$ cat config.mk
export PLATFORM = sky130hd
export DESIGN_NAME = if_fetch_unit
export DESIGN_NICKNAME = d
export VERILOG_FILES = /design/src/rtl/musa_if_pkg.sv /design/src/rtl/if_fetch_fifo.sv /design/src/rtl/if_fetch_unit.sv
export SDC_FILE = /design/constraint.sdc
export NUM_CORES = 1
export LEC_CHECK = 0
export ABC_AREA = 1
export BUFFER_PORTS_ARGS = -buffer_cell sky130_fd_sc_hd__buf_2
export CORE_MARGIN = 1
export CORE_UTILIZATION = 52
export DETAILED_ROUTE_END_ITERATION = 16
export PLACE_DENSITY = 0.77
export SLEW_MARGIN = 0
export SYNTH_ARGS = -nofsm -noshare
export SYNTH_HDL_FRONTEND = slang
export SYNTH_SLANG_ARGS = --single-unit
$ cat constraint.sdc
create_clock -name clk -period 1.5 [get_ports clk]
set_input_delay 0.3 -clock clk [delete_from_list [all_inputs] [get_ports clk]]
set_output_delay 0.3 -clock clk [all_outputs]
set_load 0.1 [all_outputs]
$ cat src/rtl/musa_if_pkg.sv
// Shared types and constants for the MUSA instruction fetch stage.
package musa_if_pkg;

  localparam int unsigned ADDR_W = 32;
  localparam int unsigned DATA_W = 32;
  localparam int unsigned CNT_W  = 32;

  localparam logic [ADDR_W-1:0] RESET_PC_DEFAULT = 32'h0000_0000;

  typedef enum logic [1:0] {
    IDLE = 2'd0,
    REQ  = 2'd1,
    WAIT = 2'd2,
    DROP = 2'd3
  } fetch_state_e;

  typedef struct packed {
    logic [DATA_W-1:0] instr;
    logic [ADDR_W-1:0] pc;
  } fetch_entry_t;

endpackage

$ cat src/rtl/if_fetch_fifo.sv
// 2-entry shift-style FIFO of fetched {instr, pc}; head always lives in slot 0.
// Flush has priority over push and pop.
module if_fetch_fifo
  import musa_if_pkg::*;
(
  input  logic         clk,
  input  logic         rst_n,
  input  logic         push,
  input  logic         pop,
  input  logic         flush,
  input  fetch_entry_t wdata,
  output fetch_entry_t head,
  output logic         valid,
  output logic [1:0]   count
);

  fetch_entry_t mem_q [2];
  logic [1:0]   count_q;
  logic [1:0]   count_d;
  logic         valid_q;
  logic         pop_ok;
  logic         push_ok;

  // Qualify requests against occupancy and compute the next count.
  always_comb begin
    pop_ok  = pop & (count_q != 2'd0);
    push_ok = push & ((count_q != 2'd2) | pop_ok);
    count_d = count_q;
    if (flush) begin
      count_d = 2'd0;
    end else begin
      count_d = count_q + 2'(push_ok) - 2'(pop_ok);
    end
  end

  // Storage, count and registered valid flag.
  always_ff @(posedge clk or negedge rst_n) begin
    if (!rst_n) begin
      mem_q[0] <= '0;
      mem_q[1] <= '0;
      count_q  <= 2'd0;
      valid_q  <= 1'b0;
    end else begin
      count_q <= count_d;
      valid_q <= (count_d != 2'd0);
      if (!flush) begin
        if (pop_ok) begin
          mem_q[0] <= mem_q[1];
          if (push_ok) begin
            if (count_q == 2'd1) mem_q[0] <= wdata;
            else                 mem_q[1] <= wdata;
          end
        end else if (push_ok) begin
          if (count_q == 2'd0) mem_q[0] <= wdata;
          else                 mem_q[1] <= wdata;
        end
      end
    end
  end

  assign head  = mem_q[0];
  assign valid = valid_q;
  assign count = count_q;

endmodule

$ cat src/rtl/if_fetch_unit.sv
// MUSA IF-stage fetch sequencer: owns the fetch PC, runs a single-outstanding
// req/gnt/rvalid handshake to instruction memory and buffers results for decode.
// Optional perf counters (fetch_cnt, stall_cnt) are built when IF_PERF_CNT_EN is defined.
module if_fetch_unit
  import musa_if_pkg::*;
#(
  parameter logic [ADDR_W-1:0] RESET_PC = RESET_PC_DEFAULT
) (
  input  logic              clk,
  input  logic              rst_n,
  output logic              imem_req,
  output logic [ADDR_W-1:0] imem_addr,
  input  logic              imem_gnt,
  input  logic              imem_rvalid,
  input  logic [DATA_W-1:0] imem_rdata,
  input  logic              redirect,
  input  logic [ADDR_W-1:0] redirect_pc,
  output logic              instr_valid,
  input  logic              instr_ready,
  output logic [DATA_W-1:0] instr,
  output logic [ADDR_W-1:0] instr_pc
`ifdef IF_PERF_CNT_EN
  ,
  output logic [CNT_W-1:0]  fetch_cnt,
  output logic [CNT_W-1:0]  stall_cnt
`endif
);

  fetch_state_e      state_q, state_d;
  logic [ADDR_W-1:0] pc_q, pc_d;
  logic [ADDR_W-1:0] pend_pc_q, pend_pc_d;
  logic              req_q, req_d;
  logic              push_c;
  logic              pop_c;
  logic              room_idle;
  logic              room_wait;
  logic [1:0]        count;
  fetch_entry_t      head;
  fetch_entry_t      wentry;

  assign pop_c     = instr_valid & instr_ready;
  assign room_idle = (count != 2'd2);
  // After a push in WAIT the buffer still has room if it was empty or is popping.
  assign room_wait = (count == 2'd0) | pop_c;
  assign wentry    = '{instr: imem_rdata, pc: pend_pc_q};

  // State, PC and registered request.
  always_ff @(posedge clk or negedge rst_n) begin
    if (!rst_n) begin
      state_q   <= IDLE;
      pc_q      <= RESET_PC;
      pend_pc_q <= '0;
      req_q     <= 1'b0;
    end else begin
      state_q   <= state_d;
      pc_q      <= pc_d;
      pend_pc_q <= pend_pc_d;
      req_q     <= req_d;
    end
  end

  // Next-state logic.
  always_comb begin
    state_d = state_q;
    case (state_q)
      IDLE: if (!redirect && room_idle) state_d = REQ;
      REQ: begin
        if (imem_gnt)      state_d = redirect ? DROP : WAIT;
        else if (redirect) state_d = IDLE;
      end
      WAIT: begin
        if (redirect)         state_d = imem_rvalid ? IDLE : DROP;
        else if (imem_rvalid) state_d = room_wait ? REQ : IDLE;
      end
      DROP: if (imem_rvalid) state_d = IDLE;
      default: state_d = IDLE;
    endcase
  end

  // Datapath controls: PC advance/redirect, pending PC capture, buffer push.
  always_comb begin
    pc_d      = pc_q;
    pend_pc_d = pend_pc_q;
    push_c    = 1'b0;
    req_d     = (state_d == REQ);
    if ((state_q == REQ) && imem_gnt) begin
      pend_pc_d = pc_q;
      pc_d      = pc_q + ADDR_W'(1);
    end
    if ((state_q == WAIT) && imem_rvalid && !redirect) push_c = 1'b1;
    if (redirect) pc_d = redirect_pc;
  end

  if_fetch_fifo u_fifo (
    .clk   (clk),
    .rst_n (rst_n),
    .push  (push_c),
    .pop   (pop_c),
    .flush (redirect),
    .wdata (wentry),
    .head  (head),
    .valid (instr_valid),
    .count (count)
  );

  assign imem_req  = req_q;
  assign imem_addr = pc_q;
  assign instr     = head.instr;
  assign instr_pc  = head.pc;

`ifdef IF_PERF_CNT_EN
  // Saturating counters of buffer pushes and decode back-pressure cycles.
  always_ff @(posedge clk or negedge rst_n) begin
    if (!rst_n) begin
      fetch_cnt <= '0;
      stall_cnt <= '0;
    end else begin
      if (push_c && (fetch_cnt != '1)) fetch_cnt <= fetch_cnt + CNT_W'(1);
      if (instr_valid && !instr_ready && (stall_cnt != '1)) stall_cnt <= stall_cnt + CNT_W'(1);
    end
  end
`endif

endmodule

Yosys cells after proc, flatten, opt, wreduce, memory -nomap -nowiden --
Index checks and enable logic that the tools add are counted.
Storage, ports and cells: register bits 198, bits in latches 0, memory bits (writable) 0, ROM bits 0, output and inout port bits 98, memories kept 0
Operators by class: $add $sub $neg 3, multiply operators 0, div/mod/pow operators 0, order comparisons 0, eq/ne operators 8, shifts and indexed selects 0, muxes and demuxes 21, bitwise logic cells 6, reductions and logical operators 14
Operator list (count):
- 128-bit two-way mux | 3
- 64-bit two-way mux | 4
- 32-bit two-way mux | 2
- 32-bit by 1-bit adder with 32-bit output (second input constant) | 1
- 2-bit two-way mux | 8
- 2-bit nonzero test | 5
- 2-bit one-hot mux with 4 select lines | 1
- 2-bit by 1-bit equality test with 1-bit output (second input constant) | 3
- 2-bit equality test (second input constant) | 2
- 1-bit logical AND | 4
- 2-bit zero test | 2
- 2-bit != test (second input constant) | 2
- 4-bit AND reduction | 1
- 1-bit bitwise AND | 3
- 1-bit two-way mux | 3
- 3-bit AND reduction | 1
- 2-bit by 1-bit adder with 2-bit output | 1
- 2-bit by 1-bit != test with 1-bit output (second input constant) | 1
- 1-bit OR | 2
- 2-bit by 1-bit subtractor with 2-bit output | 1
- 1-bit zero test | 1
- 1-bit inverter | 1

Depth between registers and ports, before layout --
depth in word-level cells 9, mapped depth 10

Modules after synthesis --
A second synthesis with hierarchy kept.
Second synthesis, totals: cell total of the unflattened synthesis 1582, area total of the unflattened synthesis 11136.9 µm²
By module, submodules not included:
- if_fetch_fifo | times used 1, cells an instance 1053, area an instance 7384.6 µm², sequential area each 3278.1 µm²
- if_fetch_unit | times used 1, cells an instance 529, area an instance 3752.3 µm², sequential area each 1676.6 µm²

Least setup slack after synthesis --
OpenSTA, ideal clock, no wires.
path type register to register, start point register pc_q[1] (netlist: imem_addr[1]), end point register pc_q[30] (netlist: imem_addr[30]), library setup time 0.117 ns, arrival 2.081 ns, path slack -0.697 ns, stages on the path, launching flop included 11, buffers on the path 0, path through dfrtp_1 ha_1 inv_1 nor2_1 nand2_1 nor2_1 nand2_1 nand2_1 nand2_1 nand2_1 nand2_1
On the way: word-level cells in the longest chain between the ends 3
Ends and longest elaborated chain:
- start, declared | RTL line if_fetch_unit.sv:30 | logic [ADDR_W-1:0] pc_q, pc_d;
- start signal, assigned | RTL line if_fetch_unit.sv:56 | pc_q <= pc_d;
- 32-bit by 1-bit adder with 32-bit output | RTL line if_fetch_unit.sv:88 | pc_d = pc_q + ADDR_W'(1);
- 32-bit two-way mux | RTL line if_fetch_unit.sv:86 | if ((state_q == REQ) && imem_gnt) begin
- 32-bit two-way mux | RTL line if_fetch_unit.sv:91 | if (redirect) pc_d = redirect_pc;
No other way between the ends. The select of a mux whose other input is x is not followed. A chain may end at the register's enable or synchronous reset.

Worst setup path in the final report --
start point register u_fifo.count_q[1] (netlist: u_fifo.count[1]), end point register u_fifo.mem_q (netlist bit u_fifo.head[25])
On the way: word-level cells in the longest chain between the ends 6, elaborated cells between the ends (all ways) 13, those cells by class eq/ne (2); mux (3); bitwise (3); reduce/logical (5)
Ends and longest elaborated chain:
- start, declared | RTL line if_fetch_fifo.sv:18 | logic [1:0] count_q;
- start signal, assigned | RTL line if_fetch_fifo.sv:44 | count_q <= count_d;
- 2-bit nonzero test | RTL line if_fetch_fifo.sv:26 | pop_ok = pop & (count_q != 2'd0);
- 1-bit bitwise AND | RTL line if_fetch_fifo.sv:26
- 1-bit OR | RTL line if_fetch_fifo.sv:27 | push_ok = push & ((count_q != 2'd2) | pop_ok);
- 1-bit bitwise AND | RTL line if_fetch_fifo.sv:27
- 2-bit nonzero test (no source line) / 128-bit two-way mux (equally long branches)
- 3-bit AND reduction (no source line) / 128-bit two-way mux (equally long branches)
- end, declared | RTL line if_fetch_fifo.sv:17 | fetch_entry_t mem_q [2];
Several ways; a longest one is shown, not always the timed one. The select of a mux whose other input is x is not followed.

==> flow_metrics.env <==
export IMPL_synth_fp_nets=1393
export IMPL_clock_tree_root_cell="clkbuf_16"
export IMPL_areaGrowthSynthToFinish_pct=25.5
export IMPL_tightest_slew_ns=0.523
export IMPL_cts_sinks=198
export IMPL_die_width_um=145
export IMPL_grt_antenna_before_repair=0
export IMPL_start_kind="register"
export IMPL_io_pins=168
export IMPL_synth_seq_cells=198
export IMPL_drt_iter0_drc=655
export IMPL_nets=1528
export IMPL_post_dp_hpwl_um=17700
export IMPL_synthesis_area_um2=10700
export IMPL_grt_max_degree=64
export IMPL_powerDensity_nw_per_um2=1870
export IMPL_period_minus_slack_ns=1.65
export IMPL_cpMostUsedCell="inv_2"
export IMPL_wire_per_inst_um=15.9
export IMPL_crit_buf_inv=4
export IMPL_fmax_mhz=607
export IMPL_synthTopCellsByArea="dfrtp_1 47%, nand2_1 14%, nand3_1 5.3%"
export IMPL_grt_first_pass_wirelength_um=44300
export IMPL_crit_path_max_incr_delay_ns=0.40
export IMPL_finalInstanceArea_um2=13400
export IMPL_maxSlewHeadroom_pct=65.4
export IMPL_clk_latency_ns=0.44
export IMPL_cts_clk_slew_worst_paths_ns=0.07
export IMPL_synth_top_area_share_pct=46.5
export IMPL_setup_violations=162
export IMPL_crit_type="reg2reg"
export IMPL_antenna_cells=0
export IMPL_placed_area_um2=11900
export IMPL_drv_slew=0
export IMPL_crit_chain="inv_2 -> a21oi_4 -> inv_2 -> a21oi_4 -> inv_2 -> buf_12 -> nand2_1 -> nand2_1"
export IMPL_gp_congestion=0.948
export IMPL_die_y_um=145
export IMPL_endpoint_kind="register"
export IMPL_vias=9182
export IMPL_wl_um=27500
export IMPL_grt_use_total_pct=26.3
export IMPL_worstPathArrival_ns=1.97
export IMPL_gr_total_overflow=0
export IMPL_outcome="finished, violations left"
export IMPL_first_global_vias=8801
export IMPL_first_pass_iters=5
export IMPL_io_buffers=167
export IMPL_cts_buffer_depth=2
export IMPL_rows=51
export IMPL_hp_class="in2reg"
export IMPL_final_setup_tns_ns=-11.09
export IMPL_drive_above_1_share_pct=29.5
export IMPL_synth_edf_count=0
export IMPL_start_util_pct=53.9
export IMPL_crit_fanout=45
export IMPL_yosysWarnings=0
export IMPL_postRouteAntennaNets=0
export IMPL_yosys_area_top_type="dfrtp_1"
export IMPL_netlist_instances=1320
export IMPL_rsz0062_at_grt="true"
export IMPL_clock_skew_ns=0.0155
export IMPL_finalNonFillerCells=1733
export IMPL_setup_ws_ns=-0.147
export IMPL_hold_viol_final=0
export IMPL_die_area_um2=21100
export IMPL_violations="negative setup slack"
export IMPL_cp_top_family="compound AO/OA/AOI/OAI gates"
export IMPL_total_power_mw=24.9
export IMPL_drc_errors=0
export IMPL_core_um2=19800
export IMPL_fin_crit_sh_pct=110
export IMPL_synth_most_common_cell="nand2_1"
export IMPL_async_flop_share_pct=100
export IMPL_h_tree_depth=4
export IMPL_cts_tree="done"
export IMPL_dp_cells=1672
export IMPL_netlist_top_cells_count="403 x nand2_1, 198 x dfrtp_1, 139 x inv_1"
export IMPL_dp_slack_ns=-0.168
export IMPL_cp_required_ns=1.83
export IMPL_slowest_stage="dfrtp_1"
export IMPL_synth_cell_types=31
export IMPL_synth_avg_cell_area_um2=8.07
export IMPL_p_leak_nw=6.58
export IMPL_cts_made_buffers=17
export IMPL_drv_cap=0
export IMPL_ir_drop_v=0.000903
export IMPL_vias_per_cell=5.30
export IMPL_yosys_most_used_dff="dfrtp_1"
export IMPL_seq_area_frac_synth_pct=46.5
-- per-stage QoR --
stage	utilization [%]	hold WS [ns]
finish	67.6	0.0777
global route	67.6	0.0766
CTS	66.1	0.0666
detailed placement	60.3	0.281
global placement	60.3	0.283
floorplan	-	0.00441
-- where the power goes --
group          leakage, nW  total [mW]  internal [mW]  switching, mW
clock network        0.282        4.58           2.37           2.21
registers             2.27        8.63           7.33           1.30
logic                 4.03        11.7           2.77           8.96
total                 6.58        24.9           12.5           12.5
-- sequential cells by signal, indices dropped and copies added (netlist names) --
| signal | count |
|---|---|
| u_fifo.valid | 1 |
| imem_req | 1 |
| state_q | 2 |
| u_fifo.mem_q | 64 |
| pend_pc_q | 32 |
| u_fifo.count | 2 |
| u_fifo.head | 64 |
| imem_addr | 32 |
-- worst paths after layout --
path	start	endpoint	slack [ns]	cells past startpoint
min in group asynchronous	rst_n	u_fifo.head[52]$_DFFE_PN0P_	0.37	2
setup reg to reg	u_fifo.count[1]$_DFF_PN0_	u_fifo.head[25]$_DFFE_PN0P_	-0.15	8
setup / recovery	u_fifo.count[1]$_DFF_PN0_	u_fifo.head[25]$_DFFE_PN0P_	-0.15	8
hold / removal	redirect_pc[2]	imem_addr[2]$_DFFE_PN0P_	0.08	3
hold reg to reg	u_fifo.head[28]$_DFFE_PN0P_	u_fifo.head[28]$_DFFE_PN0P_	0.47	2
max in group asynchronous	rst_n	imem_addr[17]$_DFFE_PN0P_	0.52	3
-- final cells by class --
class / count / area (µm²)
clock buffer: 17 / 425
clock inverter: 15 / 168
fill: 1567 / 6410
inverter: 143 / 542
multi-input combinational: 846 / 4500
sequential: 198 / 5050
tap: 265 / 332
timing repair buffer: 249 / 2350
-- metal layers --
layer  track usage [%]  wire, µm  share of wire, %  vias to the layer above
met4              8.00       365               1.3                        0
li1                  -         -                 -                     4399
met2              42.7     13000                47                      389
met1              36.2     12200                44                     4367
met5                 0         0                 0                        -
met3              4.18      2010               7.3                       27
-- cells by family after synthesis --
| kind of cell | after synthesis | share of synthesized area (%) |
|---|---|---|
| AND/OR/NAND/NOR | 688 | 30.9 |
| buffers and inverters | 277 | 14.1 |
| flip-flops | 198 | 46.5 |
| AO/OA/AOI/OAI | 143 | 7.20 |
| XOR/XNOR | 11 | 0.904 |
| adder cells (fa/ha/maj) | 3 | 0.352 |
-- repair_timing --
action	4_1_cts	5_1_grt
buffers inserted	12	8
gates cloned	7	2
pin swaps	1	15
hold buffers	1	0
setup endpoints to repair	219	220
hold endpoints to repair	37	0
gates resized for setup	87	86
-- cells in the final DEF (no fill, tap or decap), types with 3 or more instances in the layout --
| master | synthesis | final |
|---|---|---|
| nand2_1 | 403 | 389 |
| dfrtp_1 | 198 | 166 |
| inv_1 | 139 | 130 |
| buf_2 | 25 | 107 |
| nand3_1 | 113 | 103 |
| o21ai_0 | 93 | 63 |
| nand3b_1 | 63 | 63 |
| o21ai_1 | 33 | 58 |
| buf_4 | 74 | 58 |
| nand3_2 | 51 | 57 |
| buf_12 | 6 | 36 |
| nor2_1 | 53 | 35 |
| dfrtp_4 | 0 | 24 |
| buf_6 | 6 | 21 |
| clkbuf_16 | 0 | 19 |
| clkbuf_4 | 0 | 13 |
| nor2_2 | 1 | 12 |
| inv_2 | 4 | 11 |
| nand2_2 | 2 | 11 |
| xor2_1 | 10 | 10 |
| nor2_4 | 1 | 8 |
| dfrtp_2 | 0 | 8 |
| buf_16 | 0 | 7 |
| nand2_4 | 0 | 5 |
| o21ai_2 | 0 | 5 |
| o211ai_1 | 4 | 4 |
| nand3_4 | 0 | 4 |
| o21bai_1 | 4 | 4 |
| a21oi_4 | 1 | 3 |
| o221ai_1 | 3 | 3 |
| inv_8 | 0 | 3 |
| clkinvlp_4 | 0 | 3 |
| inv_6 | 0 | 3 |
-- worst register-to-register path, delay by kind of cell (launching register included) --
| kind | cells | cell delay [ns] |
|---|---|---|
| buf+inv | 4 | 0.47 |
| flops | 1 | 0.40 |
| compound gates | 2 | 0.49 |
| simple gates | 2 | 0.18 |
Note: power is estimated with default switching activity, not from simulation.
